$ cat src/rtl/dmem_store_buffer.sv
// dmem_store_buffer
//   Queues byte-masked stores and sequences them into a single-port data
//   memory. Loads normally win the port. A store is forced through when the
//   load address hits a queued entry, after STARVE_MAX consecutive lost
//   arbitrations, or while a fence drain is in progress.
// Ports
//   clk_i, rst_n_i                     clock / async active-low reset
//   st_valid_i/st_ready_o              store handshake
//   st_addr_i/st_mask_i/st_data_i      store word address, byte mask, data
//   ld_valid_i/ld_addr_i/ld_grant_o    load request and combinational grant
//   fence_i/busy_o                     fence pulse / drain in progress
//   mem_en_o/mem_we_o/mem_addr_o/mem_din_o  memory port
module dmem_store_buffer #(
    parameter int WIDTH      = 32,
    parameter int ADDR_W     = 14,
    parameter int DEPTH      = 2,
    parameter int STARVE_MAX = 4
) (
    input  logic              clk_i,
    input  logic              rst_n_i,
    input  logic              st_valid_i,
    output logic              st_ready_o,
    input  logic [ADDR_W-1:0] st_addr_i,
    input  logic [3:0]        st_mask_i,
    input  logic [WIDTH-1:0]  st_data_i,
    input  logic              ld_valid_i,
    input  logic [ADDR_W-1:0] ld_addr_i,
    output logic              ld_grant_o,
    input  logic              fence_i,
    output logic              busy_o,
    output logic              mem_en_o,
    output logic [3:0]        mem_we_o,
    output logic [ADDR_W-1:0] mem_addr_o,
    output logic [WIDTH-1:0]  mem_din_o
);
    localparam int PW = $clog2(DEPTH);
    localparam int CW = PW + 1;
    localparam int SW = $clog2(STARVE_MAX + 1);
    localparam logic [CW-1:0] DEPTH_C = CW'(DEPTH);
    localparam logic [SW-1:0] SMAX    = SW'(STARVE_MAX);

    localparam logic [0:0] ST_IDLE  = 1'b0;
    localparam logic [0:0] ST_DRAIN = 1'b1;

    logic [ADDR_W-1:0] addr_q [DEPTH];
    logic [3:0]        mask_q [DEPTH];
    logic [WIDTH-1:0]  data_q [DEPTH];

    logic [CW-1:0] count_q, count_d;
    logic [PW-1:0] wptr_q, rptr_q;
    logic [SW-1:0] starve_q, starve_d;
    logic [0:0]    state_q, state_d;

    logic [DEPTH-1:0] ent_vld;
    logic [PW-1:0]    off;
    logic             hazard, drain, grant, enq;

    // An entry is live when its distance from the read pointer is below count.
    always_comb begin
        ent_vld = '0;
        off     = '0;
        hazard  = 1'b0;
        for (int i = 0; i < DEPTH; i++) begin
            off        = PW'(i) - rptr_q;
            ent_vld[i] = {1'b0, off} < count_q;
            if (ent_vld[i] && addr_q[i] == ld_addr_i)
                hazard = ld_valid_i;
        end
    end

    // Port arbitration. A hazard implies a non-empty buffer, so every forced
    // drain reason lives under count!=0.
    always_comb begin
        drain = 1'b0;
        grant = 1'b0;
        if (count_q != '0) begin
            if (hazard || state_q == ST_DRAIN || starve_q == SMAX)
                drain = 1'b1;
            else if (ld_valid_i)
                grant = 1'b1;
            else
                drain = 1'b1;
        end else if (ld_valid_i) begin
            grant = 1'b1;
        end
    end

    // Ready looks at the registered count only: no pass-through into a full buffer.
    assign st_ready_o = (count_q < DEPTH_C) && (state_q == ST_IDLE);
    assign enq        = st_valid_i && st_ready_o && (st_mask_i != 4'b0000);
    assign count_d    = count_q + CW'(enq) - CW'(drain);

    always_comb begin
        starve_d = starve_q;
        if (drain || count_q == '0)
            starve_d = '0;
        else if (grant && starve_q != SMAX)
            starve_d = starve_q + SW'(1);
    end

    // Enter DRAIN only if something is still queued after this cycle;
    // otherwise a fence racing the last pop would leave the FSM stuck busy.
    always_comb begin
        state_d = state_q;
        if (state_q == ST_IDLE) begin
            if (fence_i && count_q != '0 && count_d != '0)
                state_d = ST_DRAIN;
        end else if (count_d == '0) begin
            state_d = ST_IDLE;
        end
    end

    always_ff @(posedge clk_i or negedge rst_n_i) begin
        if (!rst_n_i) begin
            count_q  <= '0;
            wptr_q   <= '0;
            rptr_q   <= '0;
            starve_q <= '0;
            state_q  <= ST_IDLE;
        end else begin
            count_q  <= count_d;
            starve_q <= starve_d;
            state_q  <= state_d;
            if (enq)   wptr_q <= wptr_q + PW'(1);
            if (drain) rptr_q <= rptr_q + PW'(1);
        end
    end

    // Payload storage needs no reset; liveness is tracked by count/pointers.
    always_ff @(posedge clk_i) begin
        if (enq) begin
            addr_q[wptr_q] <= st_addr_i;
            mask_q[wptr_q] <= st_mask_i;
            data_q[wptr_q] <= st_data_i;
        end
    end

    // Port strobes are qualified by reset so a load held high during reset
    // cannot reach the memory.
    assign ld_grant_o = rst_n_i && grant;
    assign mem_en_o   = rst_n_i && (drain || grant);
    assign mem_we_o   = (rst_n_i && drain) ? mask_q[rptr_q] : 4'b0000;
    assign mem_addr_o = drain ? addr_q[rptr_q] : ld_addr_i;
    assign mem_din_o  = data_q[rptr_q];
    assign busy_o     = (state_q == ST_DRAIN);
endmodule

$ cat config.mk
export PLATFORM = sky130hd
export DESIGN_NAME = dmem_store_buffer
export DESIGN_NICKNAME = d
export VERILOG_FILES = /design/src/rtl/dmem_store_buffer.sv
export SDC_FILE = /design/constraint.sdc
export NUM_CORES = 1
export LEC_CHECK = 0
export BUFFER_PORTS_ARGS = -buffer_cell sky130_fd_sc_hd__buf_2
export CAP_MARGIN = 20
export CORE_MARGIN = 5
export CORE_UTILIZATION = 56
export DETAILED_ROUTE_END_ITERATION = 12
export PLACE_DENSITY = 0.94
export SETUP_SLACK_MARGIN = 0.5
export SYNTH_ARGS = -nofsm -noshare
export SYNTH_HDL_FRONTEND = slang
export SYNTH_SLANG_ARGS = --single-unit
$ cat constraint.sdc
create_clock -name clk_i -period 8.4 [get_ports clk_i]
set_input_delay 1.68 -clock clk_i [delete_from_list [all_inputs] [get_ports clk_i]]
set_output_delay 1.68 -clock clk_i [all_outputs]
set_load 0.02 [all_outputs]
==> results of run 1 <==
[routing by layer]
metal  vias up  global-route usage [%]
li1       1251                       -
met1      1275                   21.11
met2        77                   32.25
met3         9                   3.737
met4         0                   5.828
met5         -                       0
[synthesized netlist by cell type, drive strengths merged]
master	n
o21ai	1
nand3b	1
and3b	1
or4	2
xor2	15
nor2	6
nor3	1
a21oi	2
a31oi	1
and3	4
nand2	2
or2	1
mux2	64
nor4	7
ha	4
dfrtp	8
xnor2	18
o2111ai	1
edfxtp	100
buf	4
clkbuf	4
inv	4
nand4	3
nor2b	2
nand3	2
mux2i	1
o21a	1
[power groups by stage]
stage / clock [mW] / combinational (mW) / sequential [mW]
floorplan: 0 / 0.516 / 0.717
CTS: 0.288 / 0.688 / 0.717
detailed placement: 0 / 0.684 / 0.729
global route: 0.313 / 0.727 / 0.724
finish: 0.283 / 0.677 / 0.716
global placement: 0 / 0.672 / 0.723
[worst max-delay path by stage]
| stage | from | to | slack (ps) | depth (start not counted) |
|---|---|---|---|---|
| 3_5_place_dp | ld_addr_i[10] | mem_addr_o[10] | 2660 | 7 |
| 2_1_floorplan | ld_addr_i[3] | mem_addr_o[0] | 3500 | 6 |
| 4_1_cts | ld_addr_i[10] | mem_addr_o[10] | 2640 | 7 |
| 6_report | ld_addr_i[10] | mem_addr_o[10] | 2660 | 7 |
| 3_3_place_gp | ld_addr_i[3] | mem_addr_o[10] | 2670 | 7 |
| 5_1_grt | ld_addr_i[3] | mem_addr_o[10] | 2520 | 7 |
[final cells by class]
type,count,share of cell area [%]
sequential,108,57.91
multi-input combinational,140,24.81
timing repair buffer,125,11.44
tap,105,2.374
clock buffer,10,2.307
clock inverter,6,0.8820
inverter,4,0.2714
[logic make-up (layout without fill, tap and decap cells)]
logic type,count (synthesis),count (layout),share of synthesized area [%]
AND/OR/NAND/NOR,32,32,4.026
buffers and inverters,12,145,1.513
XOR/XNOR,33,33,6.242
AO/OA/AOI/OAI,6,6,1.135
flip-flops,108,108,69.17
multiplexers,65,65,16.83
adder cells (fa/ha/maj),4,4,1.081
[registers in the layout, summed over array words and instances, names as in the netlist]
register  count
count_q       2
rptr_q        1
busy_o        1
addr_q       28
wptr_q        1
mask_q        8
starve_q      3
data_q       64
[worst reg2reg max path, delay by kind of cell (launching register included)]
| kind | cells | cell delay [ps] |
|---|---|---|
| and+or+nand+nor | 4 | 910 |
| AOI/OAI and AO/OA | 1 | 780 |
| xor gates and xnor gates | 3 | 530 |
| adders and majority gates | 2 | 520 |
| DFF | 1 | 420 |
| buffers and inverters | 1 | 50 |
[through the flow]
| stage | instance area, um2 | power, mW | setup WS [ps] | hold slack [ps] | util, % |
|---|---|---|---|---|---|
| floorplan | 4631 | 1.233 | 3500 | 468.1 | - |
| global placement | 5356 | 1.395 | 2675 | 532.1 | 65.85 |
| detailed placement | 5356 | 1.414 | 2656 | 534.1 | 65.85 |
| CTS | 5533 | 1.693 | 2643 | 560.9 | 68.02 |
| global route | 5533 | 1.763 | 2520 | 583.4 | 68.02 |
| finish | 5533 | 1.677 | 2663 | 559.9 | 68.02 |
==> flow_metrics.py, run 1 <==
metrics = {
    "grt": {
        "grt_max_degree": 47,
        "gr-total-overflow": 0,
        "antenna_found_initial": 0,
        "grt_pass1_vias": 2855,
        "grtUsageTotal_pct": 17.83,
        "grt_pass1_wl_um": 13940,
    },
    "critical_path": {
        "end_kind": "output port",
        "cp_cell_sequence": "buf_2, xnor2_1, nand4_1, or4_4, a31oi_4, mux2_2, buf_2",
        "r2r-start": "addr_q[0][13]$_DFFE_PP_",
        "worstPathArrival_ps": 4060,
        "cp_data_required_time_ps": 6720,
        "cp_top_family": "compound AO/OA/AOI/OAI gates",
        "r2r_setup_slack_ps": 5140,
        "cp.buffers_inverters": 2,
        "slowest_stage": "a31oi_4",
        "cp_slowest_stage_delay_ps": 780,
        "reg2reg_to": "busy_o$_DFF_PN0_",
        "crit_top_cell": "buf_2",
        "path_class": "input port to output port",
        "start_kind": "input port",
        "path_max_fanout": 21,
        "reg2regPathDepth": 11,
    },
    "route": {
        "drtIter0Drc": 85,
        "wl_um": 8728,
        "drtPass1Iterations": 4,
        "drc": 0,
        "wl_met2_um": 4639,
        "wl_met3_um": 563,
        "viasPerCell": 5.245,
        "wire_per_inst_um": 17.53,
        "routed.top_layer": "met4",
        "vias": 2612,
        "drt-met1-wl_um": 3416,
        "ant_nets": 0,
    },
    "synth": {
        "synth_area_um2": 4631,
        "synth_top_cell_area_share_pct": 64.85,
        "syn_nets": 333,
        "ys_seq_area_share_pct": 69.17,
        "syn_avg_cell_area_um2": 17.81,
        "yosys_register_bits": 108,
        "synth_warnings": 0,
        "synth_area_leaders": "edfxtp_1 65%, mux2_2 12%, dfrtp_1 4.3%",
        "syn_inst": 260,
        "yosys.area.top_type": "edfxtp_1",
        "synth_cell_types": 32,
    },
    "clock_tree": {
        "root_buffer": "clkbuf_8",
        "cts_sinks": 108,
        "cts_buffer_depth": 2,
        "cts_resized": 0,
        "cts_buffers": 9,
        "cts_tree": "yes",
        "clk-insertion-delay-late_ps": 350,
        "post_cts_buffers": 0,
        "clkTransAtPathRegs_ps": 100,
        "htreeDepth": 3,
        "ctsHoldBuffers": 0,
    },
    "placement": {
        "dp.cells": 482,
        "gp_congestion": 0.7695,
        "port-buffer-count": 122,
        "dp_hpwl_um": 6343,
    },
    "power": {
        "p_clk_share_pct": 16.9,
        "p_int_mw": 1.084,
        "p_comb_share_pct": 40.4,
        "seqPwrFrac_pct": 42.7,
        "netSwitchingFraction_pct": 35.33,
        "switching_power_uw": 592.4,
        "vdd_drop_max_v": 0.0001701,
        "powerDensity_nw_per_um2": 303.0,
        "p_leak_nw": 2.131,
    },
    "status": {
        "status": "finished, final reports clean",
    },
    "sta": {
        "period_share_pct": 68.30,
        "tightest_slew_ps": 918.6,
        "finalCriticalPeriod_ps": 5737,
        "fmax_mhz": 174.3,
        "clock-skew-final_ps": 10.49,
        "timing.setup.tns_ps": 0,
        "slew_headroom_pct": 38.76,
        "hold_viol": 0,
        "drv_slew": 0,
        "setup_violations": 0,
        "rsz0062_at_grt": "false",
    },
    "die": {
        "die_w_um": 100.9,
        "io-pin-count": 123,
        "initial_core_util_pct": 56.93,
        "coreArea_um2": 8134,
        "die_height_um": 100.9,
        "rows": 33,
        "die_area_um2": 10190,
    },
    "min_path": {
        "min_path_cells": 2,
        "hp-start": "busy_o$_DFF_PN0_",
        "min_path_type": "register to register",
        "holdPathEnd": "busy_o$_DFF_PN0_",
    },
    "cells_and_area": {
        "regArea_um2": 3204,
        "num-fill-cells": 558,
        "finalNonFillerCells": 498,
        "antenna_cells": 0,
        "areaGrowthSynthToFinish_pct": 19.48,
        "drive_gt1_share_pct": 53.18,
        "multiInputGateArea_um2": 1373,
        "final_common_cell": "buf_2",
        "final_cell_mix": "122 x buf_2, 100 x edfxtp_1, 51 x mux2_2, 18 x xnor2_1, 15 x xor2_1",
        "fin_nets": 461,
    },
    "flow_run": {
        "cap_viol_max_count": 0,
    },
}
Note: power is estimated with default switching activity, not from simulation.
==> run 2: changes to the inputs <==
Settings changed: CORE_UTILIZATION 56 to 52, PLACE_DENSITY 0.94 to 0.89.
Clock period 8.4 ns to 6 ns, I/O delays scaled along.
==> run 2 against run 1 <==
  * Die area up 6.9%
  * Cell area about the same
  * Clock-buffer cell count up 1
  * Power up 40%
  * Worst hold slack better by 2.3 ps
  * Largest cell class unchanged
  * Sequential power up 39%
  * Utilization down 4.5 points
  * First-iteration DRC count up 34%
  * Cell count up 0.60%
  * Highest routed layer unchanged
==> flow_metrics.py, run 2 (synthesis results as in run 1) <==
metrics = {
    "die": {
        "die_height_um": 104.4,
        "initial_core_util_pct": 53.10,
        "io-pin-count": 123,
        "rows": 34,
        "die_area_um2": 10890,
        "die_w_um": 104.4,
        "coreArea_um2": 8721,
    },
    "clock_tree": {
        "post_cts_buffers": 0,
        "htreeDepth": 3,
        "cts_sinks": 108,
        "cts_buffers": 9,
        "root_buffer": "clkbuf_8",
        "clk-insertion-delay-late_ps": 350,
        "clkTransAtPathRegs_ps": 100,
        "ctsHoldBuffers": 0,
        "cts_buffer_depth": 2,
        "cts_tree": "yes",
        "cts_resized": 0,
    },
    "sta": {
        "tightest_slew_ps": 885.7,
        "timing.setup.tns_ps": 0,
        "rsz0062_at_grt": "false",
        "hold_viol": 0,
        "finalCriticalPeriod_ps": 4743,
        "drv_slew": 0,
        "clock-skew-final_ps": 8.530,
        "slew_headroom_pct": 40.95,
        "fmax_mhz": 210.8,
        "period_share_pct": 79.05,
        "setup_violations": 0,
        "layout_setup_ws_ps": 1257,
    },
    "placement": {
        "gp_congestion": 0.7964,
        "port-buffer-count": 122,
        "place_ws_ps": 1248,
        "dp_hpwl_um": 6428,
    },
    "cells_and_area": {
        "reg_top3": "data_q: 64 flops, addr_q: 28 flops, mask_q: 8 flops",
        "drive_gt1_share_pct": 53.18,
        "largest-register": "data_q",
        "largest_register_ffs": 64,
        "fin_util_pct": 63.50,
        "areaGrowthSynthToFinish_pct": 19.59,
        "final_cell_mix": "122 x buf_2, 100 x edfxtp_1, 51 x mux2_2, 18 x xnor2_1, 15 x xor2_1",
        "fin_nets": 461,
        "final_common_cell": "buf_2",
        "antenna_cells": 0,
    },
    "route": {
        "viasPerCell": 5.242,
        "drtPass1Iterations": 4,
        "wl_um": 8821,
        "drc": 0,
        "wire_per_inst_um": 17.61,
        "vias": 2626,
        "drtIter0Drc": 114,
        "ant_nets": 0,
    },
    "flow_run": {
        "cap_viol_max_count": 0,
    },
    "critical_path": {
        "crit_path_end": "mem_addr_o[10]",
        "worstPathArrival_ps": 3540,
        "reg2regPathDepth": 11,
        "r2r-start": "addr_q[0][13]$_DFFE_PP_",
        "crit_start": "ld_addr_i[13]",
        "reg2reg_to": "busy_o$_DFF_PN0_",
        "start_kind": "input port",
        "path_class": "input port to output port",
        "cp_data_required_time_ps": 4800,
        "r2r_setup_slack_ps": 2810,
        "end_kind": "output port",
        "path_max_fanout": 21,
    },
    "grt": {
        "grtUsageTotal_pct": 16.33,
        "antenna_found_initial": 0,
        "gr-total-overflow": 0,
        "grt_max_degree": 51,
        "grt_pass1_wl_um": 14130,
        "grt_pass1_vias": 2889,
    },
    "power": {
        "powerDensity_nw_per_um2": 423.3,
        "vdd_drop_max_v": 0.0002382,
        "p_leak_nw": 2.135,
        "p_total_mw": 2.344,
    },
    "min_path": {
        "min_path_type": "register to register",
    },
    "status": {
        "status": "finished, final reports clean",
    },
}
## run 2: cell count changes in the layout (fill, tap and decap cells not counted), sizes merged
cell / delta
clkbuf: +1
clkinvlp: -1
## run 2: worst min-delay path by stage
stage | from | to | slack (ps) | cells after the start
2_1_floorplan | wptr_q$_DFFE_PN0P_ | wptr_q$_DFFE_PN0P_ | 470 | 1
3_3_place_gp | busy_o$_DFF_PN0_ | busy_o$_DFF_PN0_ | 540 | 2
3_5_place_dp | busy_o$_DFF_PN0_ | busy_o$_DFF_PN0_ | 550 | 2
4_1_cts | busy_o$_DFF_PN0_ | busy_o$_DFF_PN0_ | 570 | 2
5_1_grt | busy_o$_DFF_PN0_ | busy_o$_DFF_PN0_ | 610 | 2
6_report | busy_o$_DFF_PN0_ | busy_o$_DFF_PN0_ | 560 | 2
## run 2: critical path, stage by stage
cell     delay (ps)
buf_2           120
xnor2_1         140
nand4_1         170
or4_4           580
a31oi_4         750
mux2_2          410
buf_2           160
## run 2: metal layers
layer / vias up / part of all wire (%) / track usage (%)
met5: - / 0 / 0
met4: 0 / 1.9 / 5.920
met3: 13 / 6.1 / 3.724
met2: 83 / 54 / 29.50
met1: 1281 / 38 / 18.78
li1: 1249 / - / -
## run 2: final cells by class
type	instances	area [um2]
multi-input cells	140	1373
clock buffers	11	131.4
fillers	643	3183
inverters	4	15.01
repair buffers	125	633.1
well taps	108	135.1
flip-flops and latches	108	3204
clock inverters	5	46.29
## run 2: per-stage QoR
stage | instances | cell area, um2 | hold WS (ps)
floorplan | 260 | 4631 | 468.1
CTS | 501 | 5538 | 574.2
global placement | 485 | 5360 | 536.2
finish | 501 | 5538 | 562.2
global route | 501 | 5538 | 610.4
detailed placement | 485 | 5360 | 547.8
## run 2: report_power, final
part / switching [mW] / leakage (nW) / internal (mW)
Clock: 0.239 / 0.0900 / 0.158
Sequential: 0.0514 / 1.01 / 0.945
Combinational: 0.533 / 1.04 / 0.418
